<file path="src/rtl/eth_tx_arbiter.sv">
// eth_tx_arbiter: shares one GMII TX port between ARP, ICMP and UDP
// generators with a registered byte mux, an inter-frame gap and a
// frame watchdog. Macro ETH_TX_RR_EN selects round-robin arbitration
// (default: fixed priority ARP > ICMP > UDP).
// Ports: clk, rst_n (sync, active-low); per source *_req in, *_gnt out,
// *_done in, *_gmii_tx_en/*_gmii_txd in; shared gmii_tx_en/gmii_txd out,
// tx_busy out, tx_timeout out.
module eth_tx_arbiter #(
  parameter int unsigned IFG_CYCLES       = 12,
  parameter int unsigned MAX_FRAME_CYCLES = 1600
) (
  input  logic       clk,
  input  logic       rst_n,
  input  logic       arp_req,
  input  logic       icmp_req,
  input  logic       udp_req,
  output logic       arp_gnt,
  output logic       icmp_gnt,
  output logic       udp_gnt,
  input  logic       arp_done,
  input  logic       icmp_done,
  input  logic       udp_done,
  input  logic       arp_gmii_tx_en,
  input  logic       icmp_gmii_tx_en,
  input  logic       udp_gmii_tx_en,
  input  logic [7:0] arp_gmii_txd,
  input  logic [7:0] icmp_gmii_txd,
  input  logic [7:0] udp_gmii_txd,
  output logic       gmii_tx_en,
  output logic [7:0] gmii_txd,
  output logic       tx_busy,
  output logic       tx_timeout
);

  typedef enum logic [1:0] {
    S_IDLE,
    S_GRANT,
    S_BUSY,
    S_IFG
  } state_t;

  localparam logic [15:0] LP_WD_LAST  = 16'(MAX_FRAME_CYCLES - 1);
  localparam logic [7:0]  LP_IFG_LAST = 8'(IFG_CYCLES - 1);

  state_t      r_state;
  state_t      w_next;
  logic [1:0]  r_sel;
  logic [15:0] r_cnt;
  logic [7:0]  r_ifg;
  logic        r_tx_en;
  logic [7:0]  r_txd;

  logic [3:0]  w_req;
  logic        w_any;
  logic [1:0]  w_win;
  logic        w_sel_en;
  logic [7:0]  w_sel_txd;
  logic        w_sel_done;
  logic        w_wd_hit;

  // Source codes: 0 ARP, 1 ICMP, 2 UDP. Bit 3 pads the vector so a
  // 2-bit code always indexes inside it.
  assign w_req = {1'b0, udp_req, icmp_req, arp_req};
  assign w_any = |w_req;

  function automatic logic [1:0] f_pick(
    input logic [3:0] req,
    input logic [1:0] a,
    input logic [1:0] b,
    input logic [1:0] c
  );
    if (req[a]) return a;
    if (req[b]) return b;
    return c;
  endfunction

`ifdef ETH_TX_RR_EN
  // Last granted source; search begins at the one after it.
  logic [1:0] r_ptr;

  always_comb begin
    w_win = 2'd0;
    unique case (r_ptr)
      2'd0:    w_win = f_pick(w_req, 2'd1, 2'd2, 2'd0);
      2'd1:    w_win = f_pick(w_req, 2'd2, 2'd0, 2'd1);
      default: w_win = f_pick(w_req, 2'd0, 2'd1, 2'd2);
    endcase
  end
`else
  assign w_win = f_pick(w_req, 2'd0, 2'd1, 2'd2);
`endif

  always_comb begin
    w_sel_en   = 1'b0;
    w_sel_txd  = 8'h00;
    w_sel_done = 1'b0;
    unique case (r_sel)
      2'd0: begin
        w_sel_en   = arp_gmii_tx_en;
        w_sel_txd  = arp_gmii_txd;
        w_sel_done = arp_done;
      end
      2'd1: begin
        w_sel_en   = icmp_gmii_tx_en;
        w_sel_txd  = icmp_gmii_txd;
        w_sel_done = icmp_done;
      end
      2'd2: begin
        w_sel_en   = udp_gmii_tx_en;
        w_sel_txd  = udp_gmii_txd;
        w_sel_done = udp_done;
      end
      default: ;
    endcase
  end

  assign w_wd_hit = (r_cnt == LP_WD_LAST);

  always_comb begin
    w_next = r_state;
    unique case (r_state)
      S_IDLE:  if (w_any) w_next = S_GRANT;
      S_GRANT: w_next = S_BUSY;
      S_BUSY:  if (w_sel_done || w_wd_hit) w_next = S_IFG;
      S_IFG:   if (r_ifg == LP_IFG_LAST) w_next = S_IDLE;
      default: w_next = S_IDLE;
    endcase
  end

  always_ff @(posedge clk) begin
    if (!rst_n) begin
      r_state <= S_IDLE;
      r_sel   <= 2'd0;
      r_cnt   <= 16'd0;
      r_ifg   <= 8'd0;
      r_tx_en <= 1'b0;
      r_txd   <= 8'h00;
`ifdef ETH_TX_RR_EN
      r_ptr   <= 2'd0;
`endif
    end else begin
      r_state <= w_next;
      if (r_state == S_IDLE && w_any) r_sel <= w_win;
      if (r_state == S_GRANT) r_cnt <= 16'd0;
      else if (r_state == S_BUSY) r_cnt <= r_cnt + 16'd1;
      // Cleared in every other state so each gap starts from zero.
      if (r_state == S_IFG) r_ifg <= r_ifg + 8'd1;
      else r_ifg <= 8'd0;
      if (r_state == S_BUSY) begin
        r_tx_en <= w_sel_en;
        r_txd   <= w_sel_txd;
      end else begin
        r_tx_en <= 1'b0;
        r_txd   <= 8'h00;
      end
`ifdef ETH_TX_RR_EN
      if (r_state == S_GRANT) r_ptr <= r_sel;
`endif
    end
  end

  assign arp_gnt    = (r_state == S_GRANT) && (r_sel == 2'd0);
  assign icmp_gnt   = (r_state == S_GRANT) && (r_sel == 2'd1);
  assign udp_gnt    = (r_state == S_GRANT) && (r_sel == 2'd2);
  assign gmii_tx_en = r_tx_en;
  assign gmii_txd   = r_txd;
  assign tx_busy    = (r_state != S_IDLE);
  // Done on the last allowed cycle ends the frame normally.
  assign tx_timeout = (r_state == S_BUSY) && w_wd_hit && !w_sel_done;

endmodule

</file>
<file path="config.mk">
export PLATFORM = sky130hd
export DESIGN_NAME = eth_tx_arbiter
export DESIGN_NICKNAME = d
export VERILOG_FILES = /design/src/rtl/eth_tx_arbiter.sv
export SDC_FILE = /design/constraint.sdc
export NUM_CORES = 1
export LEC_CHECK = 0
export CORE_MARGIN = 2
export CORE_UTILIZATION = 40
export CTS_CLUSTER_SIZE = 40
export DETAILED_ROUTE_END_ITERATION = 8
export PLACE_DENSITY = 0.69
export SYNTH_ARGS = -nofsm -noshare
export SYNTH_HDL_FRONTEND = slang
export SYNTH_SLANG_ARGS = --single-unit
export TNS_END_PERCENT = 10
</file>
<file path="constraint.sdc">
create_clock -name clk -period 2.19 [get_ports clk]
set_input_delay 0.438 -clock clk [delete_from_list [all_inputs] [get_ports clk]]
set_output_delay 0.438 -clock clk [all_outputs]
set_load 0.01 [all_outputs]
</file>
# Word level (Yosys, flattened, before mapping)

Index checks and enable logic that the tools add are counted.
Widths: inputs -> output; s select.

Output and inout bits: 14
Input port bits: 35
Register bits after elaboration: 37

Muxes and demuxes: 14
Equality and inequality tests: 10
Add/sub/neg operators: 2
Reduce and logical (&&, ||, !) cells: 16
Bitwise logic cells: 1

Operator list:

| kind                  | number |
|---|---|
| $pmux 8 s3            | 1 |
| $add 16x1->16 const B | 1 |
| $eq 16x11->1 const B  | 1 |
| $mux 2                | 7 |
| $add 8x1->8 const B   | 1 |
| $eq 8x4->1 const B    | 1 |
| $pmux 2 s4            | 1 |
| $eq 2x2->1 const B    | 3 |
| $logic_and 1x1->1     | 6 |
| $ne 2x2->1 const B    | 3 |
| $pmux 1 s3            | 2 |
| $eq 2x1->1 const B    | 2 |
| $logic_not 2->1       | 2 |
| $reduce_and 2->1      | 2 |
| $mux 1                | 3 |
| $reduce_and 3->1      | 1 |
| $reduce_or 3->1       | 1 |
| $reduce_bool 2->1     | 1 |
| $reduce_or 2->1       | 1 |
| $logic_not 1->1       | 1 |
| $logic_or 1x1->1      | 1 |
| $not 1->1             | 1 |

# Longest topological paths before layout

Depth in word-level cells: 5
Mapped depth: 7

# Worst setup path after synthesis

No wires, ideal clock.

Path type: register to register
Start: register r_state[0]
End: register r_cnt[13]
Setup slack: 176 ps
Required time: 2,120 ps
Period minus slack after synthesis: 2,014 ps
Stages on the path, launching flop included: 8
Setup time: 70 ps
Arrival: 1,944 ps
Cells stage by stage: dfxtp_1 > inv_1 > ha_1 > buf_2 > nand4_1 > or4_1 > or3_1 > a21oi_1

Cells in the longest elaborated chain, start to end: 2
Elaborated cells on any way between the ends: 3

Ends and longest elaborated chain:

| item                             | RTL line | source |
|---|---|---|
| start, declared                  | 45       | `state_t r_state;` |
| start signal, assigned           | 142      | `r_state <= w_next;` |
| $eq 2x1->1                       | 144      | `if (r_state == S_GRANT) r_cnt <= 16'd0;` |
| $reduce_or 2->1 (no source line) | --       |  |
| end signal, assigned             | 145      | `else if (r_state == S_BUSY) r_cnt <= r_cnt + 16'd1;` |
| end, declared                    | 48       | `logic [15:0] r_cnt;` |

Several ways; a longest one is shown, not always the timed one.
A chain may end at the register's enable or synchronous reset.

# Worst setup path after layout

Start: register r_cnt[11]
End: output tx_timeout

Cells in the longest elaborated chain, start to end: 3

Ends and longest elaborated chain:

| item                            | RTL line | source |
|---|---|---|
| $eq 16x11->1                    | 117      | `assign w_wd_hit = (r_cnt == LP_WD_LAST);` |
| $logic_and 1x1->1 (2 in series) | 169      | `assign tx_timeout = (r_state == S_BUSY) && w_wd_hit && !w_sel_done;` |
| end, declared                   | 32       | `output logic tx_timeout` |

No other way between the ends.

==> metrics.md <==
| Metric | Value |
|---|---|
| Status | `complete, no violations` |
| RR Startpoint | `r_cnt[6]$_SDFFE_PP0P_` |
| Synth top area share | `0.421` |
| Relative slew slack | `0.733` |
| Total gr overflow | `0` |
| Slew Limit Fails | `0` |
| Synth top area cells | `dfxtp_1 (42%), nor2_1 (8.3%), mux2i_1 (6.8%)` |
| Die Width | `between 70 and 80 um` |
| Critical path required time | `between 1.5 and 2 ns` |
| Pwr dens | `719 nW/um^2` |
| CTS Buffer Depth | `2` |
| Residual DRC | `0` |
| Die ar. | `between 4000 and 5000 um^2` |
| FFs w/ async S/R, synth | `0` |
| Syn_nets | `between 200 and 250` |
| Most common flop cell mapped by yosys | `dfxtp_1` |
| Register area share after synthesis | `0.421` |
| Vias in the first global route | `~1500` |
| Average vias per placed instance | `4.91` |
| CTS tree | `built` |
| Worst Hold Class | `reg2reg` |
| Clock Latency Late Sink | `between 0.2 and 0.3 ns` |
| Drt initial violations | `54` |
| YS warnings | `0` |
| Vias | `between 1500 and 2000` |
| Final hold vios | `0` |
| Die Y | `70.3 um` |
| Total power | `~1.8 mW` |
| Clock Skew | `approximately 0.0034 ns` |
| Setup TNS | `0 ns` |
| Synthesized area | `about 1800 um^2` |
| Starting Density | `0.410` |
| Crit path kind | `reg2out` |
| Setup violations, final | `0` |
| Setup crit start kind | `flop` |
| Number of flops mapped to enable cells by yosys | `0` |
| CTS Buf Count | `5` |
| Core Rows | `24` |
| Final Cycle Share | `0.969` |
| Layout cells sized above 1 | `0.125` |
| Cells on worst reg2reg path | `4` |
| Clk sinks | `37` |
| Fmax | `around 470 MHz` |
| Most common cell in the netlist | `nor2_1` |
| Synth area leader | `dfxtp_1` |
| Hold endpoint | `r_ifg[0]$_SDFF_PN0_` |
| Pre-antenna DRT Iters | `4` |
| PortBufs | `48` |
| Worst-path clk slew | `around 0.07 ns` |
| Htree depth | `2` |
| Worst R2R End | `r_state[1]$_SDFFE_PN0P_` |
| Critical Path Fanout Max | `2` |
| CP arrival | `1.68 ns` |
| Final ANT Viol Nets | `0` |
| Cell variety after synth | `35` |
| Flop-to-flop setup slack | `0.19 ns` |
| CORE AREA | `roughly 4300 um^2` |
| WL/cell | `12.3 um` |
| Max-Cap Viols | `0` |
| Leak Pwr | `0.973 nW` |
| Layout area overhead | `42.4%` |
| Min Clock Period, post-route | `approximately 2.1 ns` |
| Number of antenna repair diodes | `0` |
| Worst setup EP type | `output pin` |
| Maximum vdd drop | `0.364 mV` |
| Synth cell count leaders | `nor2_1 (39), dfxtp_1 (37), a21oi_1 (15), mux2i_1 (12), nand2_1 (11)` |
| RSZ-0062 raised after global routing | `true` |
| Mean Syn Cell Area | `between 8 and 9 um^2` |
| First-pass GRT wire length | `approximately 7 mm` |
| Hold path depth | `1` |
| Antenna violations before repair | `0` |
| Tightest Pin Transition | `0.397 ns` |
| Nets | `312` |
| Min-delay src | `r_ifg[0]$_SDFF_PN0_` |
| # Post-CTS Setup Buffers | `0` |
| Detailed Route WL | `around 4.0 mm` |
| RePlAce Congestion | `0.770` |
| Clock root buffer | `clkbuf_8` |
| Overall routing resource usage | `0.174` |
| Final HPWL DP | `~3.0 mm` |
| Largest net degree at the start of global routing | `11` |
| FF+latch count, synth | `37` |
| IO Count | `about 50` |
| Gate Count Post-Synth | `roughly 210` |
-- cells in the final DEF, fill, tap and decap left out, drive strengths merged, types with 5 or more instances in the layout --
cell and count:
a21oi 15, buf 20, clkbuf 8, clkdlybuf4s50 46
dfxtp 37, ha 6, inv 6, mux2i 12
nand2 11, nand3 8, nand4 6, nor2 39
o21ai 6, or4 5, xnor2 7, xor2 8
-- how the worst max path moves through the flow --
| stage | startpoint | slack [ns] | to |
|---|---|---|---|
| CTS | r_cnt[11]$_SDFFE_PP0P_ | 0.04 | tx_timeout |
| global placement | udp_done | -0.27 | tx_timeout |
| finish | r_cnt[11]$_SDFFE_PP0P_ | 0.07 | tx_timeout |
| floorplan | r_state[0]$_SDFFE_PN0P_ | 0.18 | r_cnt[13]$_SDFFE_PP0P_ |
| detailed placement | arp_done | -0.26 | tx_timeout |
| global route | r_cnt[11]$_SDFFE_PP0P_ | -0.02 | tx_timeout |
-- routing by layer --
layer | routed length, um | track usage
met1 | 1880 | 0.211
met2 | 1860 | 0.289
met3 | 202 | 0.0519
met4 | 57 | 0.0641
met5 | 0 | 0
-- critical path: stages (launching register included) --
cell and delay, ns:
dfxtp_1 0.31, or4_4 0.54, nor4_2 0.23, and3_1 0.19, buf_2 0.13
-- flip-flops by register name, summed over array words and instances (netlist names) --
register,cells
gmii_txd,8
r_cnt,16
r_ifg,8
gmii_tx_en,1
r_sel,2
r_state,2
-- layout make-up --
cell class                      instances  area [um^2]
Fill cell                             384         1790
Multi-Input combinational cell        154          978
Sequential cell                        37          741
Timing Repair Buffer                   67          621
Clock buffer                            8         80.1
Tap cell                               52         65.1
Inverter                                6         22.5
-- kinds of logic (layout without fill, tap and decap cells) --
group | count (synthesis) | count (layout) | synth area share
XOR/XNOR | 15 | 15 | 0.0746
AND/OR/NAND/NOR | 93 | 93 | 0.264
multiplexers | 13 | 13 | 0.0746
buffers and inverters | 14 | 81 | 0.0306
AO/OA/AOI/OAI | 27 | 27 | 0.0931
flip-flops | 37 | 37 | 0.421
adder cells (fa/ha/maj) | 6 | 6 | 0.0426
-- what timing repair did --
item / 4_1_cts / 5_1_grt
pin swaps: 1 / 0
endpoints found under the setup margin: 1 / 4
resized for setup: 5 / 3
hold buffers: 0 / 0
-- per-stage QoR --
step	instances	utilization	hold WS [ns]	area (um^2)	setup slack, ns
after floorplan	205	-	0.413	1760	0.176
after global placement	316	0.563	0.425	2420	-0.270
after detailed placement	316	0.563	0.441	2420	-0.264
after CTS	324	0.581	0.451	2500	0.0410
after global routing	324	0.584	0.470	2510	-0.0250
final	324	0.584	0.449	2510	0.0688
-- power by group --
group	internal (mW)	switching [mW]
combinational	0.312	0.277
clock	0.226	0.224
sequential	0.725	0.0389
total	1.26	0.540
Note: power is estimated with default switching activity, not from simulation.
